`src/rtl/uart_pkg.sv`:
```
// rtl/uart_pkg.sv - shared types and constants for the UART receive path.
package uart_pkg;
  localparam int UART_DATA_BITS    = 8;
  localparam int UART_CLKS_PER_BIT = 50;

  typedef enum logic [2:0] {
    IDLE,
    START,
    DATA,
    PARITY,
    STOP,
    WAIT_HIGH
  } rx_state_e;
endpackage

```
`src/rtl/uart_rx_if.sv`:
```
// rtl/uart_rx_if.sv - byte handshake bundle between uart_rx (master) and its consumer (slave).
// Parity_Err exists only when UART_RX_PARITY_EN is defined.
interface uart_rx_if;
  import uart_pkg::*;

  logic [UART_DATA_BITS-1:0] RX_Data_out;
  logic                      RX_Valid;
  logic                      RX_Ready;
  logic                      Frame_Err;
  logic                      Overrun;
`ifdef UART_RX_PARITY_EN
  logic                      Parity_Err;

  modport master (output RX_Data_out, RX_Valid, Frame_Err, Overrun, Parity_Err, input RX_Ready);
  modport slave  (input RX_Data_out, RX_Valid, Frame_Err, Overrun, Parity_Err, output RX_Ready);
`else
  modport master (output RX_Data_out, RX_Valid, Frame_Err, Overrun, input RX_Ready);
  modport slave  (input RX_Data_out, RX_Valid, Frame_Err, Overrun, output RX_Ready);
`endif
endinterface

```
`src/rtl/uart_rx_bit_timer.sv`:
```
// rtl/uart_rx_bit_timer.sv - clearable bit-period counter with half-bit and full-bit terminal counts.
module uart_rx_bit_timer #(
  parameter int CLKS_PER_BIT = 50,
  parameter int CNT_W        = 10
) (
  input  logic clk,
  input  logic reset,
  input  logic clear,
  output logic half_tc,
  output logic full_tc
);
  localparam logic [CNT_W-1:0] HALF_CNT = CNT_W'(CLKS_PER_BIT / 2 - 1);
  localparam logic [CNT_W-1:0] FULL_CNT = CNT_W'(CLKS_PER_BIT - 1);

  logic [CNT_W-1:0] cnt_q, cnt_d;

  // Saturate at the full-bit count so the counter never wraps inside a state.
  always_comb begin
    cnt_d = cnt_q;
    if (clear) begin
      cnt_d = '0;
    end else if (cnt_q != FULL_CNT) begin
      cnt_d = cnt_q + 1'b1;
    end
  end

  always_ff @(posedge clk) begin
    if (reset) begin
      cnt_q <= '0;
    end else begin
      cnt_q <= cnt_d;
    end
  end

  assign half_tc = (cnt_q == HALF_CNT);
  assign full_tc = (cnt_q == FULL_CNT);
endmodule

```
`src/rtl/uart_rx.sv`:
```
// rtl/uart_rx.sv - 8N1 UART receiver with one-entry valid/ready holding register.
// Define UART_RX_PARITY_EN for 8E1/8O1 frames with a Parity_Err pulse.
module uart_rx
  import uart_pkg::*;
#(
  parameter int CLKS_PER_BIT = UART_CLKS_PER_BIT,
  parameter int CNT_W        = 10
`ifdef UART_RX_PARITY_EN
  ,
  parameter bit PARITY_ODD   = 1'b0
`endif
) (
  input  logic      clk,
  input  logic      reset,
  input  logic      RX_Data_in,
  uart_rx_if.master rx_if
);
  logic                      sync_q, rx_s_q;
  rx_state_e                 state_q, state_d;
  logic [2:0]                bit_idx_q, bit_idx_d;
  logic [UART_DATA_BITS-1:0] shift_q, shift_d;
  logic                      done_q, done_d;
  logic                      frame_err_q, frame_err_d;
  logic [UART_DATA_BITS-1:0] data_q, data_d;
  logic                      valid_q, valid_d;
  logic                      overrun_q, overrun_d;
  logic                      byte_ok;
  logic                      half_tc, full_tc, timer_clear;
`ifdef UART_RX_PARITY_EN
  logic                      par_bad_q, par_bad_d;
  logic                      parity_err_q, parity_err_d;
`endif

  // Restart the bit period on every state change and between data bits.
  assign timer_clear = (state_d != state_q) || (state_q == IDLE) || (state_q == DATA && full_tc);

  uart_rx_bit_timer #(
    .CLKS_PER_BIT(CLKS_PER_BIT),
    .CNT_W       (CNT_W)
  ) u_timer (
    .clk    (clk),
    .reset  (reset),
    .clear  (timer_clear),
    .half_tc(half_tc),
    .full_tc(full_tc)
  );

  always_comb begin
    state_d     = state_q;
    bit_idx_d   = bit_idx_q;
    shift_d     = shift_q;
    done_d      = 1'b0;
    frame_err_d = 1'b0;
`ifdef UART_RX_PARITY_EN
    par_bad_d   = par_bad_q;
`endif
    case (state_q)
      IDLE: if (!rx_s_q) state_d = START;
      START: if (half_tc) begin
        if (!rx_s_q) begin
          state_d   = DATA;
          bit_idx_d = '0;
        end else begin
          state_d = IDLE;
        end
      end
      DATA: if (full_tc) begin
        shift_d   = {rx_s_q, shift_q[UART_DATA_BITS-1:1]};
        bit_idx_d = bit_idx_q + 3'd1;
        if (bit_idx_q == 3'(UART_DATA_BITS - 1)) begin
`ifdef UART_RX_PARITY_EN
          state_d = PARITY;
`else
          state_d = STOP;
`endif
        end
      end
`ifdef UART_RX_PARITY_EN
      PARITY: if (full_tc) begin
        par_bad_d = ((^shift_q) ^ rx_s_q) != PARITY_ODD;
        state_d   = STOP;
      end
`endif
      STOP: if (full_tc) begin
        if (rx_s_q) begin
          done_d  = 1'b1;
          state_d = IDLE;
        end else begin
          frame_err_d = 1'b1;
          state_d     = WAIT_HIGH;
        end
      end
      WAIT_HIGH: if (rx_s_q) state_d = IDLE;
      default: state_d = IDLE;
    endcase
  end

`ifdef UART_RX_PARITY_EN
  assign byte_ok = done_q && !par_bad_q;
`else
  assign byte_ok = done_q;
`endif

  // Accept-and-complete in the same cycle reloads rather than clears.
  always_comb begin
    data_d    = data_q;
    valid_d   = valid_q;
    overrun_d = 1'b0;
`ifdef UART_RX_PARITY_EN
    parity_err_d = done_q && par_bad_q;
`endif
    if (byte_ok) begin
      if (!valid_q || rx_if.RX_Ready) begin
        data_d  = shift_q;
        valid_d = 1'b1;
      end else begin
        overrun_d = 1'b1;
      end
    end else if (valid_q && rx_if.RX_Ready) begin
      valid_d = 1'b0;
    end
  end

  always_ff @(posedge clk) begin
    if (reset) begin
      sync_q       <= 1'b1;
      rx_s_q       <= 1'b1;
      state_q      <= IDLE;
      bit_idx_q    <= '0;
      shift_q      <= '0;
      done_q       <= 1'b0;
      frame_err_q  <= 1'b0;
      data_q       <= '0;
      valid_q      <= 1'b0;
      overrun_q    <= 1'b0;
`ifdef UART_RX_PARITY_EN
      par_bad_q    <= 1'b0;
      parity_err_q <= 1'b0;
`endif
    end else begin
      sync_q       <= RX_Data_in;
      rx_s_q       <= sync_q;
      state_q      <= state_d;
      bit_idx_q    <= bit_idx_d;
      shift_q      <= shift_d;
      done_q       <= done_d;
      frame_err_q  <= frame_err_d;
      data_q       <= data_d;
      valid_q      <= valid_d;
      overrun_q    <= overrun_d;
`ifdef UART_RX_PARITY_EN
      par_bad_q    <= par_bad_d;
      parity_err_q <= parity_err_d;
`endif
    end
  end

  assign rx_if.RX_Data_out = data_q;
  assign rx_if.RX_Valid    = valid_q;
  assign rx_if.Frame_Err   = frame_err_q;
  assign rx_if.Overrun     = overrun_q;
`ifdef UART_RX_PARITY_EN
  assign rx_if.Parity_Err  = parity_err_q;
`endif
endmodule

```
`src/flat_wrapper.sv`:
```
// flat-port wrapper written by rule: the top's interface ports become plain ports
module uart_rx_flat import uart_pkg::*;
#(
  parameter int CLKS_PER_BIT = UART_CLKS_PER_BIT,
  parameter int CNT_W        = 10

)
  (clk, reset, RX_Data_in, rx_if_RX_Data_out, rx_if_RX_Valid, rx_if_Frame_Err, rx_if_Overrun, rx_if_RX_Ready);
  uart_rx_if rx_if_i ();
  input  logic clk;
  input  logic reset;
  input  logic RX_Data_in;
  output wire logic [$bits(rx_if_i.RX_Data_out)-1:0] rx_if_RX_Data_out;
  output wire logic [$bits(rx_if_i.RX_Valid)-1:0] rx_if_RX_Valid;
  output wire logic [$bits(rx_if_i.Frame_Err)-1:0] rx_if_Frame_Err;
  output wire logic [$bits(rx_if_i.Overrun)-1:0] rx_if_Overrun;
  input wire logic [$bits(rx_if_i.RX_Ready)-1:0] rx_if_RX_Ready;
  assign rx_if_RX_Data_out = rx_if_i.RX_Data_out;
  assign rx_if_RX_Valid = rx_if_i.RX_Valid;
  assign rx_if_Frame_Err = rx_if_i.Frame_Err;
  assign rx_if_Overrun = rx_if_i.Overrun;
  assign rx_if_i.RX_Ready = rx_if_RX_Ready;
  uart_rx #(.CLKS_PER_BIT(CLKS_PER_BIT), .CNT_W(CNT_W)) u_core (.clk(clk), .reset(reset), .RX_Data_in(RX_Data_in), .rx_if(rx_if_i));
endmodule
```
`config.mk`:
```
export PLATFORM = sky130hd
export DESIGN_NAME = uart_rx_flat
export DESIGN_NICKNAME = d
export VERILOG_FILES = /design/src/rtl/uart_pkg.sv /design/src/rtl/uart_rx_if.sv /design/src/rtl/uart_rx_bit_timer.sv /design/src/rtl/uart_rx.sv /design/src/flat_wrapper.sv
export SDC_FILE = /design/constraint.sdc
export NUM_CORES = 1
export LEC_CHECK = 0
export ABC_AREA = 1
export CORE_ASPECT_RATIO = 0.6
export CORE_MARGIN = 3
export CORE_UTILIZATION = 25
export CTS_CLUSTER_SIZE = 16
export DETAILED_ROUTE_END_ITERATION = 8
export GPL_ROUTABILITY_DRIVEN = 0
export PLACE_DENSITY_LB_ADDON = 0.08
export REMOVE_ABC_BUFFERS = 1
export SYNTH_ARGS = -nofsm -noshare
export SYNTH_HDL_FRONTEND = slang
export SYNTH_SLANG_ARGS = --single-unit
```
`constraint.sdc`:
```
create_clock -name clk -period 2 [get_ports clk]
set_input_delay 0.5 -clock clk [delete_from_list [all_inputs] [get_ports clk]]
set_output_delay 0.5 -clock clk [all_outputs]
set_load 0.01 [all_outputs]
```
==> impl_metrics.json <==
{
  "synth_seq_area_share": 0.436,
  "cts_buffer_depth": 2,
  "h-tree-depth": 2,
  "finalHoldViolCount": 0,
  "dp_hpwl_um": 2680,
  "vdd_drop_max_mv": 0.477,
  "root_buffer": "clkbuf_16",
  "first_global_vias": 1254,
  "die_h_um": 70.7,
  "critPathBufInv": 1,
  "hold_class": "register to register",
  "diodes": 0,
  "critPathTopFamily": "buffers and inverters",
  "arrival_ns": 1.18,
  "worstMarginPinSlew_ns": 0.407,
  "ys_types": 31,
  "final_util": 0.339,
  "hold_depth": 1,
  "drc_errors": 0,
  "totalWireLength_um": 3660,
  "fin_nets": 245,
  "via_per_inst": 4.33,
  "portBuffers": 14,
  "setup_tns_ns": 0,
  "initialDrtViolationCount": 82,
  "grt_max_degree": 19,
  "grt_overflow": 0,
  "drive_gt1_frac": 0.135,
  "fin_crit_ns": 1.68,
  "gr-usage-all-layers": 0.0980,
  "status": "completed",
  "rsz0062_at_grt": "no",
  "io_pins": 15,
  "final_cell_mix": "38 x dfxtp_1, 27 x inv_1, 26 x nor2_1",
  "crit_path_end_kind": "output port",
  "antenna_found_initial": 0,
  "cts_buffers": 5,
  "timing.hold.ws_ns": 0.407,
  "seq_area_sq_um": 761,
  "slew_headroom": 0.728,
  "synth_area_sq_um": 1740,
  "clock_latency_ns": 0.28,
  "clk_pin_slew_worst_paths_ns": 0.06,
  "clock.fmax_mhz": 596,
  "cts_sinks": 38,
  "clock_skew_ns": 0.00757,
  "finalWorstSetupSlack_ns": 0.323,
  "ctsHoldBuffers": 0,
  "max_cap_violations": 0,
  "critPathMaxStageDelay_ns": 0.55,
  "die-area_sq_um": 8050,
  "ctsResizeCount": 0,
  "syn_to_final_growth_pct": 24.7,
  "wl_per_cell_um": 11.4,
  "syn_avg_cell_area_sq_um": 8.00,
  "crit_type": "register to output port",
  "detail-route-antenna-nets": 0,
  "multi_input_area_sq_um": 832,
  "place_ws_ns": 0.335,
  "initial_core_util": 0.272,
  "finalCritPeriodShare": 0.838,
  "r2r_cells": 12,
  "powerDensity_nw_per_um2": 862,
  "setup_violations": 0,
  "cts_setup_buffers": 0,
  "path_depth": 1,
  "yosysWarnings": 0,
  "dieWidth_um": 114,
  "finalMaxSlewViolations": 0,
  "slowest_stage": "clkdlybuf4s50_1",
  "required_ns": 1.50,
  "p_leak_nw": 0.821,
  "core_area_sq_um": 6410,
  "critPathMaxFanout": 2,
  "final_common_cell": "dfxtp_1",
  "syn_inst": 218,
  "core.rowCount": 22,
  "path_cells": "clkdlybuf4s50_1",
  "grt_pass1_wl_um": 6210,
  "dr.pass1.iters": 4,
  "synth.ff_latch_count": 38,
  "dr_total_vias": 1389,
  "critPathLaunchType": "register",
  "fillCellCount": 676,
  "cts_tree": "built"
}
## power by group
group	leakage, nW	switching, mW	internal [mW]
Sequential	0.307	0.00517	0.761
Combinational	0.417	0.0335	0.0209
Clock	0.0971	0.306	0.749
## path summary, 6_finish.rpt
path	startpoint	endpoint	slack, ns
max	u_core.rx_if.RX_Data_out[0]	rx_if_RX_Data_out[0]	0.32
min	u_core.sync_q	u_core.rx_s_q	0.41
max reg2reg	u_core.u_timer.cnt_q[0]	u_core.u_timer.cnt_q[0]	0.32
min reg2reg	u_core.sync_q	u_core.rx_s_q	0.41
## sequential cells by signal, summed over array words and instances (netlist names), 3 cells and up
name                      cells
u_core.bit_idx_q              3
u_core.rx_if.RX_Data_out      8
u_core.state_q                3
u_core.shift_q                8
u_core.u_timer.cnt_q         10
## logic make-up (layout without fill, tap and decap cells)
logic type                 after synthesis  after routing  share of synthesized area
and+or+nand+nor                         86             86                      0.262
adders and majority gates                5              5                     0.0359
AOI/OAI and AO/OA                       44             44                      0.134
buffers and inverters                   36             55                     0.0868
xor gates and xnor gates                 9              9                     0.0452
DFF                                     38             38                      0.436
## layer usage
layer	vias up	wire [um]	global-route usage	share of wire
li1	749	-	-	-
met1	604	2110	0.159	0.58
met2	32	1240	0.108	0.34
met3	4	272	0.0385	0.074
met4	0	38	0.0356	0.010
met5	-	0	0	0
## synthesized netlist by cell type
cell,count,area share
dfxtp_1,38,0.44
inv_1,27,0.058
nor2_1,26,0.056
nand2_1,23,0.049
a21oi_1,22,0.063
o21ai_0,17,0.049
nand3_1,9,0.026
xor2_1,8,0.040
nand4_1,6,0.022
ha_1,5,0.036
nor3_1,5,0.014
nor2_2,4,0.014
clkbuf_1,3,0.0065
nand3_2,3,0.017
a31oi_1,2,0.0072
buf_4,2,0.0086
inv_2,2,0.0043
nor3_4,2,0.019
or2_2,2,0.0072
a211oi_2,1,0.0072
buf_2,1,0.0029
buf_6,1,0.0065
nand2_2,1,0.0036
nand2_4,1,0.0065
nand3_4,1,0.010
nand4_2,1,0.0072
nor2_4,1,0.0065
nor4_1,1,0.0036
o21ai_1,1,0.0029
o21ai_2,1,0.0050
xnor2_1,1,0.0050
## through the flow
stage	instance area (sq um)	instances	total power, mW
final	2180	321	1.87
after floorplan	1700	211	0.814
after global routing	2180	321	1.94
after CTS	2180	321	1.90
after global placement	1980	313	0.839
after detailed placement	1980	313	0.837
## final cells by class
cell class                      instances  share of cell area
Tap cell                               84              0.0483
Clock buffer                            6              0.0638
Clock inverter                          2              0.0276
Multi-Input combinational cell        144               0.382
Inverter                               29              0.0500
Sequential cell                        38               0.350
Timing Repair Buffer                   18              0.0782
Power figures use the tool's default switching activity.
